--- config.mk ---
export PLATFORM = sky130hd
export DESIGN_NAME = lsu_unit
export DESIGN_NICKNAME = d
export VERILOG_FILES = /design/src/rtl/lsu_unit.sv
export SDC_FILE = /design/constraint.sdc
export NUM_CORES = 1
export LEC_CHECK = 0
export BUFFER_PORTS_ARGS = -buffer_cell sky130_fd_sc_hd__buf_2
export CORE_MARGIN = 5
export CORE_UTILIZATION = 43
export DETAILED_ROUTE_END_ITERATION = 12
export HOLD_SLACK_MARGIN = 0.08
export PLACE_DENSITY = 0.71
export SLEW_MARGIN = 20
export SYNTH_ARGS = -nofsm -noshare
export SYNTH_HDL_FRONTEND = slang
export SYNTH_SLANG_ARGS = --single-unit
export TNS_END_PERCENT = 50
--- constraint.sdc ---
create_clock -name clk -period 2.5 [get_ports clk]
set_input_delay 0.25 -clock clk [delete_from_list [all_inputs] [get_ports clk]]
set_output_delay 0.25 -clock clk [all_outputs]
set_load 0.01 [all_outputs]
--- src/rtl/lsu_unit.sv ---
// RV32 load/store unit: one data-memory transaction at a time, with lane
// steering, load extension, misalignment checks and a bus timeout.
module lsu_unit #(
    parameter int unsigned TIMEOUT_CYC = 255,
    parameter int unsigned CNT_W       = 8
) (
    input  logic        clk,
    input  logic        rst_n,
    input  logic        ex_valid,
    output logic        ex_ready,
    input  logic        is_store,
    input  logic [2:0]  funct3,
    input  logic [31:0] addr,
    input  logic [31:0] store_data,
    input  logic [4:0]  rd_in,
    output logic        mem_req,
    output logic        mem_we,
    output logic [31:0] mem_addr,
    output logic [31:0] mem_wdata,
    output logic [3:0]  mem_wstrb,
    input  logic        mem_gnt,
    input  logic        mem_rvalid,
    input  logic [31:0] mem_rdata,
    output logic        done,
    output logic        wb_we,
    output logic [4:0]  wb_rd,
    output logic [31:0] wb_data,
    output logic        err_misalign,
    output logic        err_bus
);

    typedef enum logic [1:0] {
        S_IDLE,
        S_REQ,
        S_WAIT,
        S_RESP
    } state_e;

    state_e      state_q, state_d;
    logic        st_q, st_d;
    logic [2:0]  f3_q, f3_d;
    logic [31:0] addr_q, addr_d;
    logic [31:0] sd_q, sd_d;
    logic [31:0] data_q, data_d;
    logic [4:0]  rd_q, rd_d;
    logic [CNT_W-1:0] cnt_q, cnt_d;
    logic        emis_q, emis_d;
    logic        ebus_q, ebus_d;

    logic        legal;
    logic        misal;
    logic [7:0]  ld_b;
    logic [15:0] ld_h;
    logic [31:0] ld_ext;
    logic [3:0]  strb;
    logic [31:0] wdat;
    logic        is_req;
    logic        is_resp;
    logic        any_err;

    always_comb begin
        legal = 1'b0;
        if (is_store) begin
            legal = (funct3 == 3'b000) || (funct3 == 3'b001) ||
                    (funct3 == 3'b010);
        end else begin
            legal = (funct3 == 3'b000) || (funct3 == 3'b001) ||
                    (funct3 == 3'b010) || (funct3 == 3'b100) ||
                    (funct3 == 3'b101);
        end
        misal = ((funct3[1:0] == 2'b01) && addr[0]) ||
                ((funct3[1:0] == 2'b10) && (addr[1:0] != 2'b00));
    end

    // Lane selection uses the registered address; rdata is not yet captured
    assign ld_b = mem_rdata[{addr_q[1:0], 3'b000} +: 8];
    assign ld_h = mem_rdata[{addr_q[1], 4'b0000} +: 16];

    always_comb begin
        ld_ext = mem_rdata;
        unique case (f3_q)
            3'b000:  ld_ext = {{24{ld_b[7]}}, ld_b};
            3'b100:  ld_ext = {24'd0, ld_b};
            3'b001:  ld_ext = {{16{ld_h[15]}}, ld_h};
            3'b101:  ld_ext = {16'd0, ld_h};
            default: ld_ext = mem_rdata;
        endcase
    end

    always_comb begin
        strb = 4'b1111;
        wdat = sd_q;
        unique case (f3_q[1:0])
            2'b00: begin
                strb = 4'b0001 << addr_q[1:0];
                wdat = {4{sd_q[7:0]}};
            end
            2'b01: begin
                strb = 4'b0011 << addr_q[1:0];
                wdat = {2{sd_q[15:0]}};
            end
            default: begin
                strb = 4'b1111;
                wdat = sd_q;
            end
        endcase
    end

    always_comb begin
        state_d = state_q;
        st_d    = st_q;
        f3_d    = f3_q;
        addr_d  = addr_q;
        sd_d    = sd_q;
        rd_d    = rd_q;
        data_d  = data_q;
        cnt_d   = cnt_q;
        emis_d  = emis_q;
        ebus_d  = ebus_q;
        unique case (state_q)
            S_IDLE: begin
                if (ex_valid) begin
                    st_d    = is_store;
                    f3_d    = funct3;
                    addr_d  = addr;
                    sd_d    = store_data;
                    rd_d    = rd_in;
                    data_d  = 32'd0;
                    ebus_d  = 1'b0;
                    emis_d  = !legal || misal;
                    state_d = (!legal || misal) ? S_RESP : S_REQ;
                end
            end
            S_REQ: begin
                if (mem_gnt) begin
                    cnt_d   = '0;
                    state_d = st_q ? S_RESP : S_WAIT;
                end
            end
            S_WAIT: begin
                // rvalid takes priority over a coincident timeout
                if (mem_rvalid) begin
                    data_d  = ld_ext;
                    state_d = S_RESP;
                end else if (cnt_q == CNT_W'(TIMEOUT_CYC - 1)) begin
                    ebus_d  = 1'b1;
                    state_d = S_RESP;
                end else begin
                    cnt_d = cnt_q + 1'b1;
                end
            end
            default: state_d = S_IDLE;
        endcase
    end

    always_ff @(posedge clk or negedge rst_n) begin
        if (!rst_n) begin
            state_q <= S_IDLE;
            st_q    <= 1'b0;
            f3_q    <= 3'd0;
            addr_q  <= 32'd0;
            sd_q    <= 32'd0;
            rd_q    <= 5'd0;
            data_q  <= 32'd0;
            cnt_q   <= '0;
            emis_q  <= 1'b0;
            ebus_q  <= 1'b0;
        end else begin
            state_q <= state_d;
            st_q    <= st_d;
            f3_q    <= f3_d;
            addr_q  <= addr_d;
            sd_q    <= sd_d;
            rd_q    <= rd_d;
            data_q  <= data_d;
            cnt_q   <= cnt_d;
            emis_q  <= emis_d;
            ebus_q  <= ebus_d;
        end
    end

    assign is_req  = (state_q == S_REQ);
    assign is_resp = (state_q == S_RESP);
    assign any_err = emis_q || ebus_q;

    assign ex_ready     = (state_q == S_IDLE);
    assign mem_req      = is_req;
    assign mem_we       = is_req && st_q;
    assign mem_addr     = is_req ? {addr_q[31:2], 2'b00} : 32'd0;
    assign mem_wdata    = (is_req && st_q) ? wdat : 32'd0;
    assign mem_wstrb    = (is_req && st_q) ? strb : 4'b0000;
    assign done         = is_resp;
    assign wb_we        = is_resp && !st_q && !any_err;
    assign wb_rd        = rd_q;
    assign wb_data      = (is_resp && !any_err) ? data_q : 32'd0;
    assign err_misalign = is_resp && emis_q;
    assign err_bus      = is_resp && ebus_q;

endmodule

# ---- Word-level counts from Yosys, hierarchy flattened
# Index checks and enable logic that the tools add are counted.
dict set report word_totals {
  elab_cells 92
  in_bits 110
  output_inout_bits 112
  ff_bits 117
}
dict set report op_classes {
  n_shift 4
  n_eq_ne 21
  n_mux 26
  add_sub_neg 1
  reduce_logical 30
}
# op count
set ops {}
lappend ops {{32-bit 2-to-1 mux} 5}
lappend ops {{32-bit one-hot mux with 2 select lines} 2}
lappend ops {{32-bit one-hot mux with 4 select lines} 1}
lappend ops {{32-bit by 6-bit variable part select with 16-bit output} 1}
lappend ops {{32-bit by 6-bit variable part select with 8-bit output} 1}
lappend ops {{8-bit 2-to-1 mux} 3}
lappend ops {{8-bit one-hot mux with 2 select lines} 1}
lappend ops {{3-bit == test, second input constant} 4}
lappend ops {{2-bit != test, second input constant} 6}
lappend ops {{2-bit 2-to-1 mux} 5}
lappend ops {{8-bit by 1-bit adder with 8-bit output, second input constant} 1}
lappend ops {{8-bit == test, second input constant} 1}
lappend ops {{1-bit logical AND} 8}
lappend ops {{4-bit one-hot mux with 2 select lines} 1}
lappend ops {{4-bit AND reduction} 2}
lappend ops {{1-bit logical OR} 7}
lappend ops {{2-bit by 1-bit == test with 1-bit output, second input constant} 3}
lappend ops {{2-bit == test, second input constant} 3}
lappend ops {{3-bit by 1-bit == test with 1-bit output, second input constant} 2}
lappend ops {{3-bit logical NOT} 2}
lappend ops {{2-bit one-hot mux with 3 select lines} 1}
lappend ops {{3-bit AND reduction} 2}
lappend ops {{2-bit nonzero test} 3}
lappend ops {{1-bit 2-to-1 mux} 5}
lappend ops {{9 further kinds} 12}

# ---- Longest topological paths before layout
# Gate-level depths: netlist of run 1.
dict set report logic_depth {
  depth_word 11
  depth_mapped 7
  depth_no_buf 6
}

# ---- Worst setup path before layout of run 1
# No wires, ideal clock.
dict set report synth_path {
  path_type {register to register}
  startpoint {reg state_q[0]}
  endpoint {reg addr_q[0]}
  stages_incl_launch_ff 7
  t_arrival_ns 1.849
  setup_slack_ns 0.526
  synth_period_minus_slack_ns 1.974
  setup_ns 0.125
  n_path_buf 2
  cell_sequence {dfrtp_1 > inv_1 > ha_1 > nand2_1 > clkbuf_1 > clkbuf_1 > mux2_2}
}
dict set report synth_between {
  elab_chain_len 2
}
# item line_no
set synth_lines {}
lappend synth_lines {{start: declaration} 39} ;# state_e state_q, state_d;
lappend synth_lines {{start signal: assignment} 169} ;# state_q <= state_d;
lappend synth_lines {{2-bit logical NOT} n/a}
lappend synth_lines {{via ex_ready} 10} ;# output logic ex_ready,
lappend synth_lines {{2-bit AND reduction (no line)} n/a}
lappend synth_lines {{end signal: assignment} 172} ;# addr_q <= addr_d;
lappend synth_lines {{end: declaration} 42} ;# logic [31:0] addr_q, addr_d;
# The timed path passes the listed nets, and every way through them passes these cells.
# A chain may end at the register's enable or synchronous reset.

# ---- Final worst setup path of run 1
dict set report layout_path {
  startpoint {reg f3_q[0]}
  endpoint {out mem_wstrb[3]}
}
dict set report layout_between {
  elab_chain_len 3
  word_cells_on_any_way 4
  cone_classes {eq/ne (1); mux (2); reduce/logical (1)}
}
# item line_no
set layout_lines {}
lappend layout_lines {{start: declaration} 41} ;# logic [2:0] f3_q, f3_d;
lappend layout_lines {{start signal: assignment} 160} ;# f3_q <= 3'd0;
lappend layout_lines {{start signal: assignment} 171} ;# f3_q <= f3_d;
lappend layout_lines {{2-bit by 1-bit == test with 1-bit output / 2-bit logical NOT (equally long branches)} 93} ;# unique case (f3_q[1:0])
lappend layout_lines {{4-bit one-hot mux with 2 select lines (*)} 93}
lappend layout_lines {{4-bit 2-to-1 mux (*)} 191} ;# assign mem_wstrb = (is_req && st_q) ? strb : 4'b0000;
lappend layout_lines {{end: declaration} 20} ;# output logic [3:0] mem_wstrb,
# Every way passes the cells marked *; elsewhere a longest branch is shown, timed or not.

==> summary.txt, run 1 <==
Skew final = 0.00731 ns
Max-cap viol count = 0
Postcts setup bufs = 0
Total GRT Usage = 0.225
DR iter-0 viols = 246
Reg-to-reg endpoint = data_q[25]
Final WL = 18800 microns
Max Freq = 445 MHz
Crit Path Max Fanout = 18
Area Overhead vs Synth = 42.0%
Vias = 5747
Reg power frac = 0.330
Pre-CTS setup slack = 0.366 ns
Min Tclk post-route = 2.25 ns
Multiplexer share of the synthesized area = 0.190
Drt first pass iters = 5
Num rows = 44
Worst rel slew slack = 0.602
IO Count = 222
Port bufs = 219
Hold Path Sink = data_q[21]
Hold Vio Cnt, Final = 0
Fin crit share = 0.900
Status = complete, no violations
CTS Buf Count = 17
Residual overflow from global routing = 0
Worst r2r src = state_q[0]
Fillers = 1164
Reg2reg path depth = 6
Initial Util = 0.433
Hold Crit Class = input pin to flop
Pint = 6.47 mW
Critical path class = flop to primary output
Final net count = 981
Simple-gate area share of the yosys netlist = 0.171
Max Slew Vio Count = 0
Setup ws final = 0.251 ns
Largest family of logic cells by synthesized area = multiplexers
Ys async rst share = 1.00
EDFF count, synth = 0
Leakage power = 4.43 nW
Synth cell types = 50
Gp weighted congestion = 0.908
Die footprint = 0.0170 sq mm
Drc violations = 0
Die X-Extent = 130 microns
Compound-gate portion of the synthesized area = 0.120
Post-Syn Area per Cell = 10.7 sq um
Register area share after synthesis = 0.471
First-pass GRT wire length = 29800 microns
Area occupied by multi-input gates = 0.00309 sq mm
Syn Inst Count = 581
Post-route ant nets = 0
Worst EP required = 2.25 ns
Clock power share = 0.243
PD cells = 1160 mW/mm^2
Least-Margin Pin Slew = 0.597 ns
HPWL after detailed placement = 13300 microns
Initial antenna violation count = 2
Comb power frac = 0.427
Vias in the first global route = 5999
Worst reg2reg setup slack = 0.35 ns
Clock Latency Late Sink = 0.42 ns
Post-Synth XOR/XNOR Area = 0.00141
H-tree levels = 4
Clock Pin Slew Worst Setup and Hold Paths = 0.05 ns
Root Driver = clkbuf_16
Sum Neg Setup Slack = 0 ns
Switching pwr = 3.78 mW
Min-delay src = mem_rdata[21]
Vias per inst = 5.42
Pin count of the biggest net entering global routing = 76
Core ar. = 0.0144 sq mm
Yosys warnings = 0
Sink Count = 117
Hold Path Cell Cnt = 2
Adder-cell share of the synthesized area = 0.0121
Critical path launch point type = flop
Post-synth top flop = dfrtp_1
RSZ-0062 raised after global routing = no
Finish-stage setup viols = 0
Overall die height = 130 microns
Worst VDD drop = 0.718 mV
N_diodes = 0
Synth Register Bits = 117
Layout cell share with drive strength beyond 1 = 0.409
CP Capture Type = primary output
WL/cell = 17.8 microns
CTS tree = done
Clk buf depth = 2
Register Area = 0.00293 sq mm
Net Sw Frac = 0.369
Synthesized cell area = 0.00621 sq mm
Worst EP arrival = 2.00 ns
repair_timing:
action / in CTS / in global routing
resized for setup: 0 / 1
endpoints found under the setup margin: 0 / 1
hold buffers: 68 / 0
hold endpoints to repair: 111 / 0
power by group through the flow:
stage	Sequential, mW	Clock [mW]	Combinational (mW)
2_1_floorplan	3.11	0	3.12
5_1_grt	3.50	2.60	4.82
3_3_place_gp	3.33	0	4.16
3_5_place_dp	3.38	0	4.27
4_1_cts	3.36	2.53	4.37
6_report	3.38	2.49	4.38
state kept, by name, indices dropped and copies added (netlist names):
register	count
f3_q	3
st_q	1
emis_q	1
wb_rd	5
data_q	32
sd_q	32
ebus_q	1
cnt_q	8
addr_q	32
state_q	2
logic make-up (layout without fill, tap and decap cells):
logic type	Yosys count	count (layout)
and+or+nand+nor	204	204
xor gates and xnor gates	1	1
AOI/OAI and AO/OA	97	97
muxes	105	105
buffers and inverters	50	345
adders and majority gates	6	6
other	1	2
DFF	117	117
area by class of cell:
| cell class | instances | share of cell area |
|---|---|---|
| Tap cell | 184 | 0.0261 |
| Timing Repair Buffer | 303 | 0.218 |
| Clock inverter | 9 | 0.0142 |
| Inverter | 11 | 0.00468 |
| Multi-Input combinational cell | 415 | 0.350 |
| Sequential cell | 117 | 0.332 |
| Clock buffer | 22 | 0.0549 |
per-stage QoR:
step                       util  hold WS, ns  instances  total power [mW]  area, sq um
final                     0.614       0.0979       1061              10.3         8830
after global routing      0.614       0.0861       1061              10.9         8830
after CTS                 0.614       0.0805       1061              10.3         8820
after detailed placement  0.524        0.295        962              7.66         7530
after global placement    0.524        0.288        962              7.50         7530
after floorplan               -      -0.0456        582              6.23         6220
how the worst max path moves through the flow:
stage | to | slack, ns | startpoint | cells past startpoint
5_1_grt | mem_wstrb[1] | 0.15 | f3_q[0] | 5
3_5_place_dp | data_q[21] | 0.37 | state_q[0] | 6
2_1_floorplan | addr_q[0] | 0.53 | state_q[0] | 6
3_3_place_gp | data_q[28] | 0.45 | state_q[0] | 6
4_1_cts | mem_wstrb[3] | 0.10 | state_q[1] | 7
6_report | mem_wstrb[3] | 0.25 | f3_q[0] | 5
per-layer routing:
| metal | part of all wire | global-route usage | up-vias |
|---|---|---|---|
| met5 | 0.0014 | 0 | - |
| met4 | 0.024 | 0.0954 | 4 |
| met3 | 0.085 | 0.0655 | 39 |
| met2 | 0.49 | 0.380 | 264 |
| met1 | 0.40 | 0.267 | 2799 |
| li1 | - | - | 2641 |
cell usage in the layout, fill, tap and decap left out, drive strengths merged, types with 3 or more instances in the layout:
| cell type | Yosys | routed |
|---|---|---|
| nor3 | 3 | 3 |
| a21oi | 24 | 24 |
| inv | 10 | 10 |
| nor2b | 7 | 7 |
| nand4 | 3 | 3 |
| clkinv | 1 | 5 |
| dlygate4sd3 | 0 | 68 |
| and2 | 66 | 66 |
| nand2b | 6 | 6 |
| o22ai | 3 | 3 |
| dfrtp | 117 | 117 |
| o211ai | 9 | 9 |
| mux2i | 25 | 25 |
| ha | 6 | 6 |
| a22o | 8 | 8 |
| bufinv | 0 | 3 |
| mux2 | 78 | 78 |
| o21ai | 13 | 13 |
| nor2 | 46 | 46 |
| a2bb2oi | 6 | 6 |
| buf | 9 | 235 |
| and3 | 11 | 11 |
| a221o | 21 | 21 |
| clkbuf | 30 | 22 |
| nand3 | 12 | 12 |
| nand2 | 38 | 38 |
Yosys cell counts (2+ instances only):
cell / instances / share of area
and3_1: 11 / 0.011
nor2_1: 46 / 0.028
a221o_1: 11 / 0.018
nand2b_1: 6 / 0.0060
a221o_2: 10 / 0.018
buf_4: 2 / 0.0024
clkbuf_1: 30 / 0.018
or3b_1: 2 / 0.0028
a211oi_1: 2 / 0.0024
a21oi_1: 24 / 0.019
nand4_1: 3 / 0.0030
o22ai_1: 3 / 0.0030
mux4_1: 2 / 0.0085
a22o_1: 8 / 0.011
o211ai_1: 9 / 0.011
nor2b_1: 7 / 0.0070
a2bb2oi_1: 6 / 0.0085
and2_1: 66 / 0.066
buf_1: 3 / 0.0018
mux2_2: 78 / 0.14
o21ai_0: 13 / 0.010
nand3_1: 12 / 0.0097
ha_1: 6 / 0.012
o31ai_1: 2 / 0.0024
inv_1: 10 / 0.0060
nor4_1: 2 / 0.0020
buf_2: 2 / 0.0016
nand2_1: 38 / 0.023
or4_1: 2 / 0.0024
nor3_1: 3 / 0.0024
a221oi_1: 2 / 0.0028
mux2i_1: 25 / 0.040
buf_6: 2 / 0.0036
dfrtp_1: 117 / 0.47
worst max-delay path, stage by stage, from the launching register on:
cell	delay, ns
dfrtp_1	0.43
buf_4	0.23
or2_2	0.43
o21ai_0	0.25
a21oi_1	0.08
buf_2	0.15
No activity file was read; power rests on OpenSTA's default activity.
==> run 2, diff against run 1 <==
clock period = 2.72 ns   (was 2.5 ns; I/O delays follow)
==> summary.txt, run 2 (synthesis results as in run 1) <==
Clk buf depth = 2 (unchanged)
Clock Pin Slew Worst Setup and Hold Paths = 0.06 ns (about the same)
Num rows = 44 (unchanged)
DR iter-0 viols = 275 (+12%)
Vias in the first global route = 5814 (-3.1%)
Critical path's slowest cell = dfrtp_1
Area Overhead vs Synth = 36.2%
Leakage power = 4.27 nW (-3.6%)
Fin crit share = 0.875
WL/cell = 18.3 microns (+2.9%)
Total GRT Usage = 0.226 (+0.00158)
Sink Count = 117 (unchanged)
Worst VDD drop = 0.630 mV (-12%)
Cell mode on critical path = buf_4
Setup ws final = 0.341 ns (+0.0901 ns)
Final net count = 950 (-3.2%)
Final WL = 18900 microns (about the same)
Initial Util = 0.433 (unchanged)
Finish-stage setup viols = 0 (unchanged)
Vias = 5584 (-2.8%)
Core ar. = 0.0144 sq mm (unchanged)
HPWL after detailed placement = 13500 microns (+2.0%)
Initial antenna violation count = 4 (+2)
Min Tclk post-route = 2.38 ns
Status = complete, no violations
Skew final = 0.00810 ns (+0.000788 ns)
# placed instances = 965 (+0.31%)
Hold Crit Class = input pin to flop
Pre-CTS setup slack = 0.577 ns (+0.212 ns)
Worst r2r src = state_q[0]
Commonest non-fill, non-tap cells in the layout = 218 x buf_2, 117 x dfrtp_1, 78 x mux2_2
Overall power = 9.26 mW (-9.7%)
Final instance area = 0.00847 sq mm (-4.1%)
Max Slew Vio Count = 0 (unchanged)
Largest stage delay, worst path = 0.41 ns (-0.02 ns)
Pint = 5.69 mW (-12%)
Net Sw Frac = 0.386 (+0.0171)
Clock power share = 0.231 (-0.012)
Sum Neg Setup Slack = 0 ns (unchanged)
Max-cap viol count = 0 (unchanged)
CP cell instances = inv_1 > ha_1 > buf_4 > nand2_1 > buf_4 > a21oi_1 > buf_2
Worst EP arrival = 2.11 ns (+0.11 ns)
IO Count = 222 (unchanged)
Crit Path Max Fanout = 25 (+7)
Max Freq = 420 MHz
Commonest non-fill, non-tap cell in the layout = buf_2
RSZ-0062 raised after global routing = no
Gp weighted congestion = 0.883 (-2.8%)
Residual overflow from global routing = 0 (unchanged)
H-tree levels = 4 (unchanged)
Pin count of the biggest net entering global routing = 53 (-30%)
Switching pwr = 3.57 mW (-5.5%)
Reg power frac = 0.334 (+0.004)
CP Launch Point = state_q[1]
Min-delay src = addr[16]
Drc violations = 0 (unchanged)
Least-Margin Pin Slew = 0.587 ns (-0.00948 ns)
Comb power frac = 0.435 (+0.008)
Drt first pass iters = 5 (unchanged)
Postcts setup bufs = 0 (unchanged)
Worst rel slew slack = 0.609 (+0.00632)
First-pass GRT wire length = 29900 microns (+0.51%)
Port bufs = 219 (unchanged)
Clock Latency Late Sink = 0.42 ns (about the same)
Layout cell share with drive strength beyond 1 = 0.429 (+0.0192)
CP Capture Type = primary output
CTS Buf Count = 17 (unchanged)
Vias per inst = 5.42 (about the same)
Root Driver = clkbuf_16
Die footprint = 0.0170 sq mm (unchanged)
Area after DPL = 0.00756 sq mm (+0.30%)
CTS tree = done
Post-route ant nets = 0 (unchanged)
Overall die height = 130 microns (unchanged)
N_diodes = 0 (unchanged)
Critical path launch point type = flop
Top flop regs = addr_q x32, data_q x32, sd_q x32
PD cells = 1090 mW/mm^2 (-5.8%)
Final cell count without fillers = 1031 (-2.8%)
Critical path class = flop to primary output
Hold Vio Cnt, Final = 0 (unchanged)
Die X-Extent = 130 microns (unchanged)
Worst EP required = 2.45 ns (+0.20 ns)
[run 2: area by class of cell]
type | count | area [sq um]
clock inverter | 14 | 130
clock buffer | 18 | 439
inverter | 11 | 41.3
multi-input combinational | 415 | 3090
fill | 1230 | 5900
sequential | 117 | 2930
timing repair buffer | 272 | 1610
tap | 184 | 230
[run 2: power groups by stage]
| stage | combinational [mW] | clock (mW) | sequential, mW |
|---|---|---|---|
| after floorplan | 2.87 | 0 | 2.86 |
| after global placement | 3.87 | 0 | 3.05 |
| after detailed placement | 3.96 | 0 | 3.11 |
| after CTS | 4.03 | 2.18 | 3.08 |
| after global routing | 4.43 | 2.26 | 3.20 |
| final | 4.03 | 2.14 | 3.10 |
[run 2: worst max-delay path, delay by kind of cell, from the launching register on]
kind / cells / cell delay [ns]
buf+inv: 4 / 0.76
compound gates: 1 / 0.18
fa+ha+maj: 1 / 0.16
flops: 1 / 0.41
simple gates: 1 / 0.16
[run 2: repair_timing]
item,CTS,global route
hold endpoints to repair,75,0
setup endpoints to repair,0,0
hold buffers,34,0
gates resized for setup,0,0
[run 2: path summary, 6_finish.rpt]
kind                                 end  slack [ns]  depth (start not counted)
max                        mem_wdata[10]        0.34                          7
min in group asynchronous     addr_q[14]        0.41                          2
max in group asynchronous     addr_q[21]        1.59                          3
min reg2reg                    data_q[0]        0.48                          2
min                           addr_q[16]        0.09                          2
max reg2reg                   data_q[24]        0.53                          6
[run 2: per-stage QoR]
step | utilization | hold slack (ns)
final | 0.589 | 0.0892
after global routing | 0.589 | 0.0872
after CTS | 0.589 | 0.0809
after global placement | 0.526 | 0.312
after detailed placement | 0.526 | 0.315
after floorplan | - | -0.0236
[run 2: layer usage]
layer | routed length [microns] | vias to the layer above | GRT usage
li1 | - | 2586 | -
met5 | 42 | - | 0
met3 | 1670 | 47 | 0.0663
met4 | 548 | 8 | 0.104
met2 | 9070 | 267 | 0.371
met1 | 7520 | 2676 | 0.275
==> run 3, diff against run 2 <==
==> constraint.sdc (replaced) <==
create_clock -name clk -period 2.72 [get_ports clk]
set_input_delay 0.544 -clock clk [delete_from_list [all_inputs] [get_ports clk]]
set_output_delay 0.544 -clock clk [all_outputs]
set_load 0.01 [all_outputs]
==> summary.txt, run 3 (synthesis results as in run 1) <==
Status = complete, no violations
Clock Latency Late Sink = 0.41 ns (about the same)
Post_cts resized = 0 (unchanged)
Drc violations = 0 (unchanged)
Clk buf depth = 2 (unchanged)
First-pass GRT wire length = 28800 microns (-3.9%)
Register Area = 0.00293 sq mm (unchanged)
CTS tree = done
Num rows = 44 (unchanged)
CTS Buf Count = 17 (unchanged)
Total GRT Usage = 0.217 (-0.00917)
Gp weighted congestion = 0.905 (+2.5%)
Drt first pass iters = 5 (unchanged)
Sum Neg Setup Slack = 0 ns (unchanged)
Commonest non-fill, non-tap cell in the layout = buf_2
Port bufs = 219 (unchanged)
Setup ws final = 0.263 ns (-0.0784 ns)
Top flop regs = addr_q x32, data_q x32, sd_q x32
Initial Util = 0.433 (unchanged)
Die X-Extent = 130 microns (unchanged)
Vias = 5366 (-3.9%)
Final cell count without fillers = 999 (-3.1%)
Leakage power = 4.18 nW (-2.2%)
Skew final = 0.00713 ns (-0.000967 ns)
HPWL after detailed placement = 13500 microns (about the same)
RSZ-0062 raised after global routing = no
Critical path launch point type = flop
Area Overhead vs Synth = 32.4%
Vias in the first global route = 5668 (-2.5%)
Min Tclk post-route = 2.46 ns (+0.0784 ns)
IO Count = 222 (unchanged)
Area occupied by multi-input gates = 0.00309 sq mm (unchanged)
Final net count = 917 (-3.5%)
Root Driver = clkbuf_16
DR iter-0 viols = 369 (+34%)
Vias per inst = 5.37 (-0.83%)
Finished Core Util = 0.572 (-0.0167)
Clock Pin Slew Worst Setup and Hold Paths = 0.06 ns (about the same)
Worst EP arrival = 1.91 ns (-0.20 ns)
Hold Vio Cnt, Final = 0 (unchanged)
Sink Count = 117 (unchanged)
Critical path class = flop to primary output
Least-Margin Pin Slew = 0.577 ns (-0.0106 ns)
Max-cap viol count = 0 (unchanged)
WL/cell = 18.2 microns (-0.52%)
Initial antenna violation count = 5 (+1)
Hold buffer count at cts = 0 (-100%)
Crit Path Max Fanout = 15 (-40%)
Pin count of the biggest net entering global routing = 48 (-9.4%)
# placed instances = 966 (+0.10%)
Layout cell share with drive strength beyond 1 = 0.445 (+0.0161)
Worst EP required = 2.18 ns (-0.27 ns)
Final WL = 18200 microns (-3.6%)
Fillers = 1237 (+0.57%)
CP Capture Type = primary output
Max Slew Vio Count = 0 (unchanged)
Postcts setup bufs = 0 (unchanged)
Overall die height = 130 microns (unchanged)
Fin crit share = 0.903 (+0.0288)
Residual overflow from global routing = 0 (unchanged)
PD cells = 1160 mW/mm^2 (+6.2%)
H-tree levels = 4 (unchanged)
Worst rel slew slack = 0.616 (+0.00704)
Commonest non-fill, non-tap cells in the layout = 218 x buf_2, 117 x dfrtp_1, 78 x mux2_2
Pre-CTS setup slack = 0.537 ns (-0.0401 ns)
Die footprint = 0.0170 sq mm (unchanged)
Hold Crit Class = input pin to asynchronous set/reset pin
Post-route ant nets = 0 (unchanged)
Worst VDD drop = 0.662 mV (+5.0%)
Max Freq = 407 MHz (-3.2%)
Core ar. = 0.0144 sq mm (unchanged)
Finish-stage setup viols = 0 (unchanged)
-- run 3: changes by cell type in the layout (fill, tap and decap cells not counted), sizes merged --
cell | previous run | this run
dlygate4sd3 | 34 | 0
bufinv | 1 | 5
buf | 238 | 239
clkinvlp | 5 | 3
clkinv | 7 | 4
diode | 0 | 1
clkbuf | 18 | 21
inv | 12 | 10
-- run 3: worst max-delay path, cell delays in order, from the launching register on --
cell     delay [ns]
dfrtp_1        0.53
or2_2          0.48
o21ai_0        0.26
a21oi_1        0.08
buf_2          0.15
-- run 3: per-layer routing --
| metal | vias up | GRT usage | part of all wire |
|---|---|---|---|
| met4 | 8 | 0.0697 | 0.020 |
| li1 | 2509 | - | - |
| met3 | 41 | 0.0810 | 0.098 |
| met2 | 252 | 0.351 | 0.48 |
| met1 | 2556 | 0.270 | 0.40 |
| met5 | - | 0 | 0.0026 |
-- run 3: final timing paths --
check	from	endpoint	slack, ns	cells past startpoint
worst max-delay path	f3_q[0]	mem_wstrb[3]	0.26	4
worst min-delay path	rst_n	data_q[1]	0.1	1
worst max register to register	state_q[0]	data_q[29]	0.52	6
worst min register to register	data_q[4]	data_q[4]	0.48	2
max in group asynchronous	rst_n	sd_q[15]	1.77	2
min in group clk	addr[14]	addr_q[14]	0.36	2
-- run 3: final cells by class --
| cell class | instances | area share |
|---|---|---|
| multi-input cells | 415 | 0.376 |
| flip-flops and latches | 117 | 0.356 |
| repair buffers | 239 | 0.155 |
| clock buffers | 21 | 0.0560 |
| well taps | 184 | 0.0280 |
| clock inverters | 11 | 0.0242 |
| inverters | 11 | 0.00502 |
| diodes | 1 | 0.000304 |
-- run 3: power by group --
| part | switching [mW] | total [mW] | internal, mW |
|---|---|---|---|
| clock network | 0.816 | 2.49 | 1.68 |
| logic | 2.08 | 3.96 | 1.87 |
| registers | 0.597 | 3.10 | 2.50 |
| total | 3.50 | 9.55 | 6.06 |
-- run 3: per-stage QoR --
step	total power, mW	hold WS, ns	instance area, sq um
after floorplan	5.73	0.248	6220
after global placement	6.90	0.453	7560
after detailed placement	7.09	0.470	7560
after CTS	9.63	0.100	8220
after global routing	10.2	0.125	8230
final	9.55	0.0986	8230
